**src/rtl/piso_serializer.sv**
```systemverilog
// Parallel-in/serial-out word serializer with valid/ready input handshake.
// Define PARITY_EN to append an even-parity bit after each word.
module piso_serializer #(
    parameter int WIDTH     = 4,
    parameter bit MSB_FIRST = 1'b1
) (
    input  logic             clk,
    input  logic             reset,
    input  logic [WIDTH-1:0] in_data,
    input  logic             in_valid,
    output logic             in_ready,
    output logic             serial_out,
    output logic             serial_valid,
    output logic             frame_start,
    output logic             busy
);

    localparam int CW = $clog2(WIDTH + 1);

`ifdef PARITY_EN
    typedef enum logic [1:0] {IDLE, SHIFT, PAR} state_t;
`else
    typedef enum logic [1:0] {IDLE, SHIFT} state_t;
`endif

    state_t           state_q, state_d;
    logic [WIDTH-1:0] shreg_q, shreg_d;
    logic [CW-1:0]    cnt_q, cnt_d;
    logic             sout_q, sout_d;
    logic             sval_q, sval_d;
    logic             fs_q, fs_d;
`ifdef PARITY_EN
    logic             par_q, par_d;
`endif

    logic             last_bit;
    logic             final_cycle;
    logic             xfer;
    logic             first_bit;
    logic             next_bit;
    logic [WIDTH-1:0] load_sh;
    logic [WIDTH-1:0] adv_sh;

    assign last_bit = (state_q == SHIFT) && (cnt_q == CW'(WIDTH - 1));
`ifdef PARITY_EN
    assign final_cycle = (state_q == PAR);
`else
    assign final_cycle = last_bit;
`endif

    // Gated by reset so the block never advertises ready while held in reset
    assign in_ready = reset && ((state_q == IDLE) || final_cycle);
    assign xfer     = in_valid && in_ready;

    assign first_bit = MSB_FIRST ? in_data[WIDTH-1] : in_data[0];
    assign load_sh   = MSB_FIRST ? (in_data << 1) : (in_data >> 1);
    assign next_bit  = MSB_FIRST ? shreg_q[WIDTH-1] : shreg_q[0];
    assign adv_sh    = MSB_FIRST ? (shreg_q << 1) : (shreg_q >> 1);

    always_comb begin
        state_d = state_q;
        shreg_d = shreg_q;
        cnt_d   = cnt_q;
        sout_d  = 1'b0;
        sval_d  = 1'b0;
        fs_d    = 1'b0;
`ifdef PARITY_EN
        par_d   = par_q;
`endif
        if (xfer) begin
            state_d = SHIFT;
            shreg_d = load_sh;
            cnt_d   = '0;
            sout_d  = first_bit;
            sval_d  = 1'b1;
            fs_d    = 1'b1;
`ifdef PARITY_EN
            par_d   = ^in_data;
`endif
        end else begin
            unique case (state_q)
                IDLE: begin
                    cnt_d = '0;
                end
                SHIFT: begin
                    if (last_bit) begin
                        cnt_d = '0;
`ifdef PARITY_EN
                        state_d = PAR;
                        sout_d  = par_q;
                        sval_d  = 1'b1;
`else
                        state_d = IDLE;
`endif
                    end else begin
                        cnt_d   = cnt_q + CW'(1);
                        shreg_d = adv_sh;
                        sout_d  = next_bit;
                        sval_d  = 1'b1;
                    end
                end
`ifdef PARITY_EN
                PAR: begin
                    state_d = IDLE;
                end
`endif
                default: begin
                    state_d = IDLE;
                end
            endcase
        end
    end

    always_ff @(posedge clk or negedge reset) begin
        if (!reset) begin
            state_q <= IDLE;
            shreg_q <= '0;
            cnt_q   <= '0;
            sout_q  <= 1'b0;
            sval_q  <= 1'b0;
            fs_q    <= 1'b0;
`ifdef PARITY_EN
            par_q   <= 1'b0;
`endif
        end else begin
            state_q <= state_d;
            shreg_q <= shreg_d;
            cnt_q   <= cnt_d;
            sout_q  <= sout_d;
            sval_q  <= sval_d;
            fs_q    <= fs_d;
`ifdef PARITY_EN
            par_q   <= par_d;
`endif
        end
    end

    assign serial_out   = sout_q;
    assign serial_valid = sval_q;
    assign frame_start  = fs_q;
    assign busy         = (state_q != IDLE);

endmodule

```
**config.mk**
```make
export PLATFORM = sky130hd
export DESIGN_NAME = piso_serializer
export DESIGN_NICKNAME = d
export VERILOG_FILES = /design/src/rtl/piso_serializer.sv
export SDC_FILE = /design/constraint.sdc
export NUM_CORES = 1
export LEC_CHECK = 0
export ABC_CLOCK_PERIOD_IN_PS = 1400
export BUFFER_PORTS_ARGS = -buffer_cell sky130_fd_sc_hd__buf_2
export CORE_AREA = 2 2 39 41
export DETAILED_ROUTE_END_ITERATION = 8
export DIE_AREA = 0 0 41 43
export GPL_ROUTABILITY_DRIVEN = 1
export PLACE_DENSITY = 0.5
export SLEW_MARGIN = 40
export SYNTH_ARGS = -nofsm -noshare
export SYNTH_HDL_FRONTEND = slang
export SYNTH_SLANG_ARGS = --single-unit
```
**constraint.sdc**
```tcl
create_clock -name clk -period 1.4 [get_ports clk]
set_input_delay 0.07 -clock clk [delete_from_list [all_inputs] [get_ports clk]]
set_output_delay 0.07 -clock clk [all_outputs]
set_load 0.02 [all_outputs]
```
==> results.ini, run 1 <==
[cells_and_area]
final_util=0.402
fin_nets=59
insertedDiodeCount=0
syn_to_final_growth_pct=33.2
drive_gt1_frac=0.551

[critical_path]
worst-setup-path-type=reg -> out
reg2reg_slack_ns=0.13
crit_chain=ha_2 -> inv_2 -> o21ai_4 -> and2_2 -> buf_6
arrival_ns=1.25
cp_data_required_time_ns=1.33
crit_path_start=cnt_q[0]
crit_family=flip-flops
cp-end-kind=output port
rr_startpoint=cnt_q[0]
rr_endpoint=serial_out
path_buf_inv=2
critPathMaxStageDelay_ns=0.38
critPathMaxFanout=2
slowest_stage=dfrtp_1
start_kind=flip-flop
reg2regPathDepth=5

[sta]
clock_skew_ns=0.00324
worst_pin_slew_ns=0.142
slew_headroom=0.904
setup_violations=0
fmax_mhz=759
min_period_ns=1.32
hold_viol=0
setup_tns_ns=0
grt_setup_unrepaired=false
post-route-period-util=0.941
drv_slew=0

[pwr]
powerDensity_nw_per_um2=1930
vdd.ir_drop.worst_uv=687
leakagePower_nw=0.290

[grt]
grt_max_degree=14
grt_pass1_wl_mm=1.24
antenna_found_initial=0
grt-ovfl-total=0
grt_pass1_vias=288
grtUsageTotal=0.110

[drt]
firstDrtPassIters=2
vias=278
routedWlPerCell_um=11.0
drc=0
routed_via_density=4.28
first_iter_violations=1
routed_wl_um=717
ant_nets=0

[outcome]
status=complete, no violations

[synthesis]
avgSynthCellArea_um2=13.5
ys_warn_count=0
yosysUniqueCellTypes=16
synth-seq-cells=10
syn_nets=39
postSynthCellCount=31
ys_seq_area_frac=0.599
synthesis.area_um2=418

[die]
core_um2=1380
initial_utilization=0.302
fp.dieH_um=43
fp.dieW_um=41
dieArea_um2=1760
rows=14
pin_count=12

[worst_hold_path]
whs_path_depth=3
hp-start=in_data[0]
min_path_type=in -> reg
hold_end=shreg_q[1]

[clock_tree]
path_clk_slew_ns=0.06
htree_num_levels=1
cts-root-buf=clkbuf_4
cts_tree=built
numCtsBuffers=3
clkLatencyLatePin_ns=0.26
numClockSinks=10
cts.path.max_buffers=2

[job]
drv_cap=0

[placed_design]
gp_congestion=0.631
port-buffer-count=11
dpl.hpwl_um=503

## layout by cell type, fill, tap and decap left out, drive strengths merged
| cell | n |
|---|---|
| o21ai | 1 |
| dlygate4sd3 | 1 |
| mux2 | 5 |
| buf | 14 |
| and2 | 1 |
| clkbuf | 3 |
| nand3 | 1 |
| dfrtp | 10 |
| inv | 2 |
| and3 | 2 |
| a21boi | 1 |
| ha | 1 |
| nand2 | 4 |
| nor2 | 2 |
| and2b | 1 |
## worst min-delay path: cells and delay by family
family          cells  cell delay, ns
buf+inv             1            0.09
compound gates      1            0.07
simple gates        1            0.06
## cells in the mapped netlist (all sizes together)
| cell | instances | area, µm² |
|---|---|---|
| nand3 | 1 | 5.00 |
| ha | 1 | 12.5 |
| nor2 | 2 | 7.51 |
| mux2 | 5 | 63.8 |
| nand2 | 4 | 17.5 |
| a21boi | 1 | 7.51 |
| o21ai | 1 | 16.3 |
| and3 | 2 | 13.8 |
| dfrtp | 10 | 250 |
| inv | 2 | 7.51 |
| and2 | 1 | 7.51 |
| and2b | 1 | 8.76 |
## state kept, by name (all words and copies together) (netlist names)
| register | cells |
|---|---|
| cnt_q | 3 |
| serial_out | 1 |
| serial_valid | 1 |
| shreg_q | 3 |
| state_q | 1 |
| frame_start | 1 |
## final cells by class
cell class,count,area [µm²]
fill,138,827
sequential,10,250
tap,16,20.0
clock buffer,3,22.5
inverter,2,7.51
multi-input combinational,19,163
timing repair buffer,15,93.8
## through the flow
stage	total power, mW	hold WS [ns]	worst slack, ns	area [µm²]	instances
2_1_floorplan	0.716	-0.226	0.152	418	31
3_5_place_dp	0.830	0.0342	0.0725	500	59
4_1_cts	1.07	0.0794	0.00971	548	65
5_1_grt	1.18	0.0854	0.00484	557	65
3_3_place_gp	0.814	0.0224	0.0886	500	59
6_report	1.08	0.0874	0.0829	557	65
## timing repair
item | CTS | global route
setup endpoints to repair | 1 | 1
hold buffers | 1 | 0
gates resized for setup | 0 | 4
pin swaps | 1 | 0
hold endpoints to repair | 10 | 0
buffers inserted | 2 | 0
## logic make-up after synthesis
kind of cell / after synthesis / synth area share
AOI/OAI and AO/OA: 2 / 0.0569
adders and majority gates: 1 / 0.0299
buffers and inverters: 2 / 0.0180
DFF: 10 / 0.599
muxes: 5 / 0.153
and+or+nand+nor: 11 / 0.144
## metal layers
metal | part of all wire | track usage | up-vias | wire length, µm
li1 | - | - | 140 | -
met1 | 0.45 | 0.131 | 131 | 323
met2 | 0.48 | 0.150 | 7 | 347
met3 | 0.064 | 0.0366 | 0 | 46
met4 | 0 | 0.0933 | 0 | 0
met5 | 0 | 0 | - | 0
## worst max-delay path by stage
stage,to,slack [ns],cells after the start
after floorplan,serial_out,0.15,4
after global placement,serial_out,0.09,4
final,in_ready,0.08,5
after global routing,in_ready,0.005,5
after detailed placement,serial_out,0.07,4
after CTS,in_ready,0.01,5
## power breakdown
group,internal (mW),switching [mW]
Sequential,0.384,0.0444
Clock,0.0987,0.0868
Combinational,0.233,0.230
Note: power is estimated with default switching activity, not from simulation.
==> run 2: changes to the inputs <==
PLACE_DENSITY = 0.51   (was 0.5)
==> results.ini, run 2 (same netlist as run 1, synthesis figures left out) <==
[outcome]
status=complete, no violations  ; unchanged

[grt]
grt-ovfl-total=0  ; unchanged
met1_usage=0.109  ; was 0.131
grt_pass1_wl_mm=1.14  ; was 1.24 mm
top_usage_layer=met2  ; unchanged
grtUsageTotal=0.0981  ; was 0.110
grt_use_met2=0.153  ; was 0.150
grt_pass1_vias=299  ; was 288
grt_max_degree=14  ; unchanged
antenna_found_initial=0  ; unchanged
grtUsageMet3=0.0314  ; was 0.0366

[cells_and_area]
fin_nets=60  ; was 59
multi_input_area_um2=163  ; unchanged
seqCellArea_um2=250  ; unchanged
final_cell_mix=dfrtp_1 (10), buf_2 (10), buf_4 (5)  ; was dfrtp_1 (10), buf_2 (10), nand2_1 (3), clkbuf_4 (3), buf_4 (3)
fin_area_um2=561  ; was 557 µm²
final_util=0.405  ; was 0.402
syn_to_final_growth_pct=34.1  ; was 33.2%
largestRegisters=cnt_q: 3 flops, shreg_q: 3 flops  ; unchanged
insertedDiodeCount=0  ; unchanged
drive_gt1_frac=0.560  ; was 0.551
nFillCells=137  ; was 138

[critical_path]
critPathMaxFanout=2  ; unchanged
cp_data_required_time_ns=1.33  ; about the same
start_kind=flip-flop  ; unchanged
crit_path_start=cnt_q[0]  ; unchanged
cp-end-kind=output port  ; unchanged
rr_startpoint=cnt_q[0]  ; unchanged
arrival_ns=1.28  ; was 1.25 ns
worst-setup-path-type=reg -> out  ; unchanged

[sta]
setup_violations=0  ; unchanged
fmax_mhz=740  ; was 759 MHz
post-route-period-util=0.966  ; was 0.941
clock_skew_ns=0.00272  ; was 0.00324 ns
worst_pin_slew_ns=0.142  ; about the same
grt_setup_unrepaired=false  ; unchanged
drv_slew=0  ; unchanged
hold_viol=0  ; unchanged
slew_headroom=0.904  ; about the same
setup_tns_ns=0  ; unchanged
setup_ws_ns=0.0483  ; was 0.0829 ns
min_period_ns=1.35  ; was 1.32 ns

[drt]
routedWlPerCell_um=11.2  ; was 11.0 µm
ant_nets=0  ; unchanged
routed_wl_um=737  ; was 717 µm
routed_via_density=4.45  ; was 4.28
drc=0  ; unchanged
firstDrtPassIters=2  ; unchanged
vias=294  ; was 278
first_iter_violations=2  ; was 1

[placed_design]
port-buffer-count=11  ; unchanged
dpl.hpwl_um=540  ; was 503 µm
gp_congestion=0.620  ; was 0.631
post-place-ws_ns=0.0571  ; was 0.0725 ns
place_area_um2=500  ; unchanged

[die]
fp.dieH_um=43  ; unchanged
core_um2=1380  ; unchanged
fp.dieW_um=41  ; unchanged
rows=14  ; unchanged
initial_utilization=0.302  ; unchanged
pin_count=12  ; unchanged
dieArea_um2=1760  ; unchanged

[worst_hold_path]
min_path_type=in -> reg  ; unchanged
hp-start=in_data[0]  ; unchanged

[pwr]
vdd.ir_drop.worst_uv=641  ; was 687 µV
powerDensity_nw_per_um2=1940  ; was 1930 nW/µm²
leakagePower_nw=0.294  ; was 0.290 nW
power.switching_mw=0.363  ; was 0.361 mW
p_int_mw=0.727  ; was 0.716 mW
power_frac_seq=0.396  ; was 0.398
p_clk_frac=0.170  ; was 0.172
p_comb_frac=0.434  ; was 0.430
swShare=0.333  ; was 0.335

[clock_tree]
cts.path.max_buffers=2  ; unchanged
clkLatencyLatePin_ns=0.26  ; about the same
numClockSinks=10  ; unchanged
htree_num_levels=1  ; unchanged
cts_tree=built  ; unchanged
numCtsBuffers=3  ; unchanged
cts-root-buf=clkbuf_4  ; unchanged
path_clk_slew_ns=0.06  ; about the same

[job]
drv_cap=0  ; unchanged

## run 2: changes by cell type in the layout (fill, tap and decap cells not counted)
cell / delta
buf_4: +2
buf_6: -1
## run 2: critical path: stages (launching register included)
cell,delay (ns)
dfrtp_1,0.39
ha_2,0.19
inv_2,0.07
o21ai_4,0.05
and2_2,0.18
buf_4,0.15
## run 2: path summary, 6_finish.rpt
kind                              end  slack (ns)  depth (start not counted)
min in group asynchronous  shreg_q[3]        0.29                          3
setup reg to reg           serial_out        0.10                          5
setup / recovery             in_ready        0.05                          5
max in group asynchronous    cnt_q[2]        0.96                          3
hold reg to reg            shreg_q[3]        0.51                          1
hold / removal             shreg_q[1]        0.09                          3
## run 2: layout make-up
class                   instances  share of cell area
flip-flops and latches         10               0.446
inverters                       2              0.0134
well taps                      16              0.0357
repair buffers                 16               0.174
clock buffers                   3              0.0402
multi-input cells              19               0.290
## run 2: power groups by stage
stage,clock [mW],sequential [mW],combinational (mW)
finish,0.185,0.432,0.473
global route,0.199,0.437,0.517
CTS,0.191,0.430,0.449
detailed placement,0,0.435,0.394
global placement,0,0.427,0.383
floorplan,0,0.487,0.228
## run 2: through the flow
step	total power [mW]	instances	hold WS (ns)
floorplan	0.716	31	-0.226
global placement	0.810	59	0.0207
detailed placement	0.830	59	0.0272
CTS	1.07	65	0.0831
global route	1.15	66	0.115
finish	1.09	66	0.0861
## run 2: per-layer routing
layer,up-vias,share of wire
met1,144,0.41
met3,0,0.049
met5,-,0
met4,0,0
met2,7,0.54
li1,143,-
## run 2: what timing repair did
item | CTS | global route
hold buffers | 1 | 0
pin swaps | 1 | 0
resized for setup | 1 | 2
setup buffers | 2 | 1
endpoints found under the hold margin | 10 | 0
setup endpoints to repair | 1 | 1
==> run 3: changes to the inputs <==
CELL_PAD_IN_SITES_DETAIL_PLACEMENT = 0   (was unset)
CELL_PAD_IN_SITES_GLOBAL_PLACEMENT = 2   (was unset)
CORE_AREA = 2 2 41 43   (was 2 2 39 41)
DIE_AREA = 0 0 43 45   (was 0 0 41 43)
PLACE_DENSITY = 0.66   (was 0.51)
==> results.ini, run 3 (same netlist as run 1, synthesis figures left out) <==
[outcome]
status=complete, no violations  ; unchanged

[cells_and_area]
multi_input_area_um2=163  ; unchanged
final_cell_mix=dfrtp_1 (10), buf_2 (10), nand2_1 (3), clkbuf_4 (3)  ; was dfrtp_1 (10), buf_2 (10), buf_4 (5)
seqCellArea_um2=250  ; unchanged
syn_to_final_growth_pct=34.7  ; was 34.1%
largestRegisters=cnt_q: 3 flops, shreg_q: 3 flops  ; unchanged
insertedDiodeCount=0  ; unchanged
nFillCells=157  ; was 137
drive_gt1_frac=0.551  ; was 0.560
final_util=0.383  ; was 0.405
fin_nets=58  ; was 60

[drt]
routedWlPerCell_um=11.1  ; was 11.2 µm
vias=293  ; was 294
firstDrtPassIters=2  ; unchanged
first_iter_violations=4  ; was 2
routed_via_density=4.51  ; was 4.45
drc=0  ; unchanged
ant_nets=0  ; unchanged
routed_wl_um=724  ; was 737 µm

[sta]
hold_viol=0  ; unchanged
clock_skew_ns=0.00607  ; was 0.00272 ns
worst_pin_slew_ns=0.187  ; was 0.142 ns
min_period_ns=1.34  ; was 1.35 ns
setup_violations=0  ; unchanged
post-route-period-util=0.958  ; was 0.966
grt_setup_unrepaired=false  ; unchanged
drv_slew=0  ; unchanged
setup_tns_ns=0  ; unchanged
fmax_mhz=746  ; was 740 MHz
slew_headroom=0.874  ; was 0.904

[critical_path]
cp-end-kind=output port  ; unchanged
arrival_ns=1.27  ; was 1.28 ns
start_kind=flip-flop  ; unchanged
critPathMaxFanout=2  ; unchanged
path_buf_inv=2  ; unchanged
slowest_stage=dfrtp_1  ; unchanged
reg2reg_slack_ns=0.09  ; was 0.10 ns
crit_chain=ha_2 -> inv_2 -> o21ai_4 -> and2_2 -> buf_6  ; was ha_2 -> inv_2 -> o21ai_4 -> and2_2 -> buf_4
rr_startpoint=cnt_q[0]  ; unchanged
critPathMaxStageDelay_ns=0.38  ; was 0.39 ns
reg2regPathDepth=5  ; unchanged
rr_endpoint=serial_out  ; unchanged
crit_family=flip-flops  ; unchanged
cp_data_required_time_ns=1.33  ; about the same
worst-setup-path-type=reg -> out  ; unchanged

[placed_design]
port-buffer-count=11  ; unchanged
gp_congestion=0.628  ; was 0.620
dpl.hpwl_um=485  ; was 540 µm

[clock_tree]
cts-root-buf=clkbuf_4  ; unchanged
cts_tree=built  ; unchanged
clkLatencyLatePin_ns=0.27  ; was 0.26 ns
numClockSinks=10  ; unchanged
path_clk_slew_ns=0.07  ; was 0.06 ns
cts.path.max_buffers=2  ; unchanged
htree_num_levels=1  ; unchanged
numCtsBuffers=3  ; unchanged

[pwr]
swShare=0.333  ; about the same
p_clk_frac=0.238  ; was 0.170
p_comb_frac=0.381  ; was 0.434
power.switching_mw=0.376  ; was 0.363 mW
vdd.ir_drop.worst_uv=605  ; was 641 µV
powerDensity_nw_per_um2=2000  ; was 1940 nW/µm²
p_int_mw=0.752  ; was 0.727 mW
leakagePower_nw=0.292  ; was 0.294 nW
power_frac_seq=0.381  ; was 0.396
p_total_mw=1.13  ; was 1.09 mW

[worst_hold_path]
hp-start=in_data[0]  ; unchanged
hold_end=shreg_q[1]  ; unchanged
min_path_type=in -> reg  ; unchanged
whs_path_depth=3  ; unchanged

[die]
fp.dieW_um=43  ; was 41 µm
core_um2=1470  ; was 1380 µm²
fp.dieH_um=45  ; was 43 µm
initial_utilization=0.284  ; was 0.302
rows=14  ; unchanged
dieArea_um2=1940  ; was 1760 µm²
pin_count=12  ; unchanged

[grt]
grt_pass1_vias=288  ; was 299
grt-ovfl-total=0  ; unchanged
antenna_found_initial=0  ; unchanged
grtUsageTotal=0.0972  ; was 0.0981
grt_pass1_wl_mm=1.27  ; was 1.14 mm
grt_max_degree=14  ; unchanged

[job]
drv_cap=0  ; unchanged

==> run 3: metal layers <==
layer	global-route usage	vias to the layer above	wire (µm)
met5	0	-	0
met4	0.109	0	36
met3	0.0360	5	40
met2	0.136	9	319
met1	0.107	141	327
li1	-	138	-
==> run 3: worst max-delay path by stage <==
stage	from	endpoint	slack, ns	depth (start not counted)
floorplan	cnt_q[0]	serial_out	0.15	4
global placement	cnt_q[0]	serial_out	0.09	4
detailed placement	cnt_q[0]	serial_out	0.07	4
CTS	cnt_q[0]	in_ready	0.01	5
global route	cnt_q[0]	in_ready	0.002	5
finish	cnt_q[0]	in_ready	0.06	5
==> run 3: per-stage QoR <==
stage	hold slack [ns]	setup slack [ns]	std cells	area, µm²
floorplan	-0.226	0.152	31	418
global placement	0.0200	0.0866	59	500
detailed placement	0.0369	0.0687	59	500
CTS	0.0980	0.0119	65	554
global route	0.112	0.00228	65	563
finish	0.0961	0.0591	65	563
==> run 3: power by group through the flow <==
stage / sequential, mW / combinational (mW) / clock [mW]
6_report: 0.430 / 0.430 / 0.268
5_1_grt: 0.437 / 0.489 / 0.285
4_1_cts: 0.429 / 0.421 / 0.275
3_5_place_dp: 0.436 / 0.389 / 0
3_3_place_gp: 0.429 / 0.390 / 0
2_1_floorplan: 0.487 / 0.228 / 0
==> run 3: what timing repair did <==
item	in CTS	in global routing
hold buffers	1	0
setup buffers	1	0
gates cloned	0	0
pin swaps	1	0
endpoints found under the setup margin	1	1
endpoints found under the hold margin	10	0
gates resized for setup	1	3
==> run 3: final cells by class <==
type | count | area share
inverter | 2 | 0.0133
multi-input combinational | 19 | 0.289
sequential | 10 | 0.444
clock buffer | 4 | 0.0644
timing repair buffer | 14 | 0.153
tap | 16 | 0.0356
==> run 3: worst reg2reg max path: stages (launching register included) <==
cell and delay, ns:
dfrtp_1 0.35, ha_2 0.17, inv_2 0.04, o21ai_4 0.11
buf_4 0.18, mux2_2 0.34
